**src/rtl/keypad_key_buffer.sv**
```systemverilog
// Captures one 4-bit key event per scanner press and queues it in a FWFT FIFO.
// Optional macro KEYBUF_OVERWRITE_EN: a push into a full FIFO replaces the oldest entry.
module keypad_key_buffer #(
  parameter int unsigned DEPTH = 8,
  localparam int unsigned CNT_W = $clog2(DEPTH) + 1
) (
  input  logic             clock,
  input  logic             reset,
  input  logic             valid,
  input  logic [3:0]       code,
  input  logic             key_pop,
  input  logic             ovf_clr,
  output logic [3:0]       key_data,
  output logic             key_avail,
  output logic [CNT_W-1:0] count,
  output logic             full,
  output logic             overflow
);

  localparam int unsigned PTR_W = $clog2(DEPTH);

  typedef enum logic [1:0] {IDLE, ARM, WAIT_REL} state_t;

  state_t           state;
  logic [3:0]       mem [DEPTH];
  logic [PTR_W-1:0] rd_ptr;
  logic [PTR_W-1:0] wr_ptr;

  logic push;
  logic pop;
  logic do_write;
  logic adv_rd;
  logic drop;

  assign key_avail = (count != '0);
  assign full      = (count == CNT_W'(DEPTH));
  assign key_data  = key_avail ? mem[rd_ptr] : 4'h0;

  always_comb begin
    push     = (state == ARM);
    pop      = key_pop && key_avail;
    do_write = push && (!full || pop);
    adv_rd   = pop;
    drop     = push && full && !pop;
`ifdef KEYBUF_OVERWRITE_EN
    // Full without a pop: replace the oldest entry so the newest keys survive.
    if (drop) begin
      do_write = 1'b1;
      adv_rd   = 1'b1;
    end
`endif
  end

  always_ff @(posedge clock or posedge reset) begin
    if (reset) begin
      state    <= IDLE;
      rd_ptr   <= '0;
      wr_ptr   <= '0;
      count    <= '0;
      overflow <= 1'b0;
    end else begin
      unique case (state)
        IDLE:     if (valid) state <= ARM;
        ARM:      state <= WAIT_REL;
        WAIT_REL: if (!valid) state <= IDLE;
        default:  state <= IDLE;
      endcase

      if (do_write) wr_ptr <= wr_ptr + PTR_W'(1);
      if (adv_rd)   rd_ptr <= rd_ptr + PTR_W'(1);

      if (do_write && !adv_rd) begin
        count <= count + CNT_W'(1);
      end else if (adv_rd && !do_write) begin
        count <= count - CNT_W'(1);
      end

      // A drop in the same cycle as a clear leaves the flag set.
      if (drop) begin
        overflow <= 1'b1;
      end else if (ovf_clr) begin
        overflow <= 1'b0;
      end
    end
  end

  // Storage carries no reset; entries are only visible through count.
  always_ff @(posedge clock) begin
    if (do_write) mem[wr_ptr] <= code;
  end

endmodule

```
**config.mk**
```make
export PLATFORM = sky130hd
export DESIGN_NAME = keypad_key_buffer
export DESIGN_NICKNAME = d
export VERILOG_FILES = /design/src/rtl/keypad_key_buffer.sv
export SDC_FILE = /design/constraint.sdc
export NUM_CORES = 1
export LEC_CHECK = 0
export ABC_CLOCK_PERIOD_IN_PS = 5000
export CORE_MARGIN = 10
export CORE_UTILIZATION = 51
export CTS_CLUSTER_DIAMETER = 60
export DETAILED_ROUTE_END_ITERATION = 10
export HOLD_SLACK_MARGIN = 0.03
export PLACE_DENSITY = 0.75
export SYNTH_ARGS = -nofsm -noshare
export SYNTH_HDL_FRONTEND = slang
export SYNTH_SLANG_ARGS = --single-unit
```
**constraint.sdc**
```tcl
create_clock -name clock -period 5 [get_ports clock]
set_input_delay 0.5 -clock clock [delete_from_list [all_inputs] [get_ports clock]]
set_output_delay 0.5 -clock clock [all_outputs]
set_load 0.005 [all_outputs]
```
Word level (Yosys, flattened, before mapping) --
Memory sizes are Yosys's and may differ from the RTL's. Cells that the tools add are included. Widths: inputs -> output; s select.
Word-level totals: output and inout port bits 11, memory bits (writable) 32, bits of input ports 9, bits in registers 13, word-level logic and storage cells 40, memories kept 1
Cells by class: reductions and logical operators 15, equality and inequality tests 5, add/subtract/negate cells 4, multiplexer cells 10
Memories:
- mem | depth 8, width 4, rd ports 1, clocked after Yosys merged registers in 0, write ports 1, RTL line 25 | logic [3:0] mem [DEPTH];
Operator list (count):
- $mux 4 | 3
- $add 3x1->3 const B | 2
- $logic_and 1x1->1 | 6
- $pmux 2 s3 | 1
- $add 4x1->4 const B | 1
- $eq 4x4->1 const B | 1
- $mux 1 | 4
- $mux 2 | 2
- $ne 2x2->1 const B | 2
- $reduce_bool 2->1 | 2
- $reduce_bool 4->1 | 1
- $sub 4x1->4 const B | 1
- $logic_not 1->1 | 3
- $eq 2x1->1 const B | 1
- $eq 2x2->1 const B | 1
- $logic_not 2->1 | 1
- $reduce_and 2->1 | 1
- $logic_or 1x1->1 | 1

Longest topological paths before layout --
word-level depth 8, mapped depth 10, depth with buffers taken out 9

Worst setup path before layout --
OpenSTA, ideal clock, no wires.
path kind register to register, start register count[0], end register count[3], required time 4.863 ns, library setup time 0.137 ns, stages on the path, launching flop included 11, slack 2.195 ns, clock period less this slack 2.805 ns, path buffers 1, arrival 2.667 ns, cells stage by stage dfrtp_1 > or4b_1 > buf_2 > o21ai_4 > inv_1 > ha_1 > inv_1 > ha_1 > or4_1 > nand3_1 > o221ai_1
Between the ends: cells in the longest elaborated chain, start to end 7, elaborated cells on any way between the ends 15, those cells by class add/sub: 2; eq/ne: 1; mux: 2; reduce/logical: 10
RTL lines:
- start, declared | RTL line 15 | output logic [CNT_W-1:0] count,
- start signal, assigned | RTL line 73 | count <= count + CNT_W'(1);
- start signal, assigned | RTL line 75 | count <= count - CNT_W'(1);
- $eq 4x4->1 or $reduce_bool 4->1 (tied branches) | RTL line 36, 35
- $logic_not 1->1 or $logic_and 1x1->1 (tied branches) | RTL line 42, 41
- $logic_or 1x1->1 * | RTL line 42 | do_write = push && (!full || pop);
- $logic_and 1x1->1 * | RTL line 42
- via do_write | RTL line 31 | logic do_write;
- $logic_not 1->1 | RTL line 74 | end else if (adv_rd && !do_write) begin
- $logic_and 1x1->1 | RTL line 74
- $reduce_bool 2->1 (no line)
Mark *: on every way through the listed nets, which the timed path passes. The rest lies on a longest branch. The select of a mux whose other input is x is not followed. A chain may end at the register's enable or synchronous reset.

Worst setup path in the final report --
Ends and elaborated chain as after synthesis.

==> impl_metrics.toml <==
[place]
hpwlAfterDp_um = 2600
place_inst = 184
gp_congestion = 0.751
place_ws_ps = 1970
port_buffers = 19

[power]
p_leak_uw = 0.000806
max-vdd-ir-drop_mv = 0.360
intPower_uw = 878
power.share.switching_pct = 32.8
p_per_area_nw_per_um2 = 570
clockPowerShare_pct = 17.0
p_comb_share_pct = 38.7
p_seq_share_pct = 44.3
p_switching_uw = 429
total_power_uw = 1310

[synthesis]
synth_top_area_share_pct = 48.7
syn-instance-count = 122
yosysUniqueCellTypes = 34
synth_edf_count = 32
avgSynthCellArea_um2 = 16.2
synth_fp_nets = 137
synth_top_area_cell = "edfxtp_1"
ys_seq_area_share_pct = 65.1
synthTopCellsByArea = "edfxtp_1, dfrtp_1, mux4_2"
synth_area_um2 = 1970
ys_warn_count = 0
async_flop_share_pct = 28.9
synth-seq-cells = 45
synth_top_flop_cell = "edfxtp_1"

[finish]
fin_cells = 192
diodes = 0
drive_gt1_share_pct = 14.6
nNetsFinal = 158
syn_to_final_growth_pct = 16.2
fill_cells = 276
layout_commonest_cell = "edfxtp_1"
mostFrequentLayoutCells = "edfxtp_1, clkdlybuf4s50_1, dfrtp_1, mux4_2, xnor2_1"

[floorplan]
ios = 20
die_area_um2 = 6760
fp.dieW_um = 82.2
die_h_um = 82.2
fp.coreArea_um2 = 3720
rows = 22
start_util_pct = 53.1

[clocking]
postCtsHoldBufs = 0
cts_resized = 0
cts_tree = "done"
cts.sinks = 45
cts-root-buf = "clkbuf_8"
cts_setup_buffers = 0
clk_latency_ps = 300
cts_htree_levels = 2
clock_path_buffers = 2
clk_pin_slew_worst_paths_ps = 80
cts_inserted_buffers = 5

[timing]
drv_slew = 0
fin_setup_tns_ps = 0
finalHoldViolations = 0
period_minus_slack_ps = 3040
finalCritPeriodShare_pct = 60.8
skew_ps = 9.51
worst_pin_slew_ps = 1160
rsz0062_at_grt = "no"
timing.final.ws_setup_ps = 1960
relSlewSlack_pct = 21.6
setup_violations = 0
fmax_mhz = 329

[run_status]
status = "finished clean"

[global_routing]
overflow = 0
grt_max_degree = 16
grt_first_pass_wirelength_um = 5860
antenna_found_initial = 0
grt_pass1_vias = 1121
grtUsageTotal_pct = 12.0

[worst_setup_path]
startpoint_type = "flip-flop"
crit_arrival_ps = 3210
worst-setup-path-type = "flip-flop to flip-flop"
r2r_slack_ps = 1960
required_ps = 5170
path_max_fanout = 7
endpoint_kind = "flip-flop"

[route]
viasPerCell = 5.71
dr.first_iter.drc_count = 63
wl_per_cell_um = 18.6
ant_nets = 0
drcViolationCount = 0
first_pass_iters = 4
vias = 1096
wl_um = 3570

[run]
max_cap_violations = 0

[hold_path]
hold_path_class = "flip-flop to flip-flop"
[cell families (layout without fill, tap and decap cells)]
group,Yosys count,after routing,share of synthesized area [%]
compound gates,13,13,5.64
simple gates,30,30,8.81
fa+ha+maj,6,6,4.18
mux,12,12,11.5
buf+inv,10,32,2.03
flops,45,45,65.1
xor+xnor,6,6,2.66
[cell type report]
type | count | area [um^2] | area share, %
clock buffers | 5 | 68.8 | 3.00
clock inverters | 3 | 21.3 | 0.927
inverters | 5 | 18.8 | 0.818
flip-flops and latches | 45 | 1290 | 56.1
multi-input cells | 67 | 648 | 28.3
repair buffers | 19 | 190 | 8.29
well taps | 48 | 60.1 | 2.62
[path summary, 6_finish.rpt]
kind | from | endpoint | cells after the start
worst max-delay path | count[0] | count[3] | 9
worst min-delay path | state[0] | state[0] | 1
worst max register to register | count[0] | count[3] | 9
worst min register to register | state[0] | state[0] | 1
max in group asynchronous | reset | state[1] | 2
min in group asynchronous | reset | count[0] | 2
[cell usage after synthesis (2+ instances only)]
library cell,count
mux2_2,2
clkbuf_1,3
nand2_1,4
or4_1,2
buf_2,2
nand2b_1,3
nand3_1,2
nor2b_1,2
nor2_1,3
dfrtp_1,13
mux4_2,8
nand3b_1,3
ha_1,5
or3_1,3
nor3_1,4
edfxtp_1,32
a22o_1,4
xnor2_1,6
o211ai_1,2
inv_1,5
[power groups by stage]
stage	logic [uW]	clock network, uW	registers (uW)
after global placement	501	0	579
final	506	222	579
after global routing	555	245	596
after floorplan	367	0	536
after CTS	514	227	580
after detailed placement	510	0	588
[per-stage QoR]
stage          util, %  cell area, um^2  hold slack (ps)
4_1_cts           61.7             2290              475
5_1_grt           61.7             2290              501
2_1_floorplan        -             1970              377
3_3_place_gp      59.3             2200              454
6_report          61.7             2290              476
3_5_place_dp      59.3             2200              462
[per-layer routing]
layer | part of all wire (%) | track usage, % | vias up
li1 | - | - | 511
met2 | 51 | 20.6 | 25
met4 | 1.6 | 4.59 | 0
met5 | 0 | 0 | -
met1 | 42 | 13.3 | 555
met3 | 5.6 | 4.10 | 5
[state kept, by name (all words and copies together), names as in the netlist]
| signal | flops |
|---|---|
| mem | 32 |
| count | 4 |
| rd_ptr | 3 |
| wr_ptr | 3 |
| state | 2 |
| overflow | 1 |
[critical path, stage by stage, from the launching register on]
cell	delay, ps
dfrtp_1	460
or4b_1	650
o21ai_4	280
inv_1	80
ha_1	260
inv_1	140
ha_1	310
or4_1	520
nand3_1	100
o221ai_1	110
(Power assumes the default switching activity.)
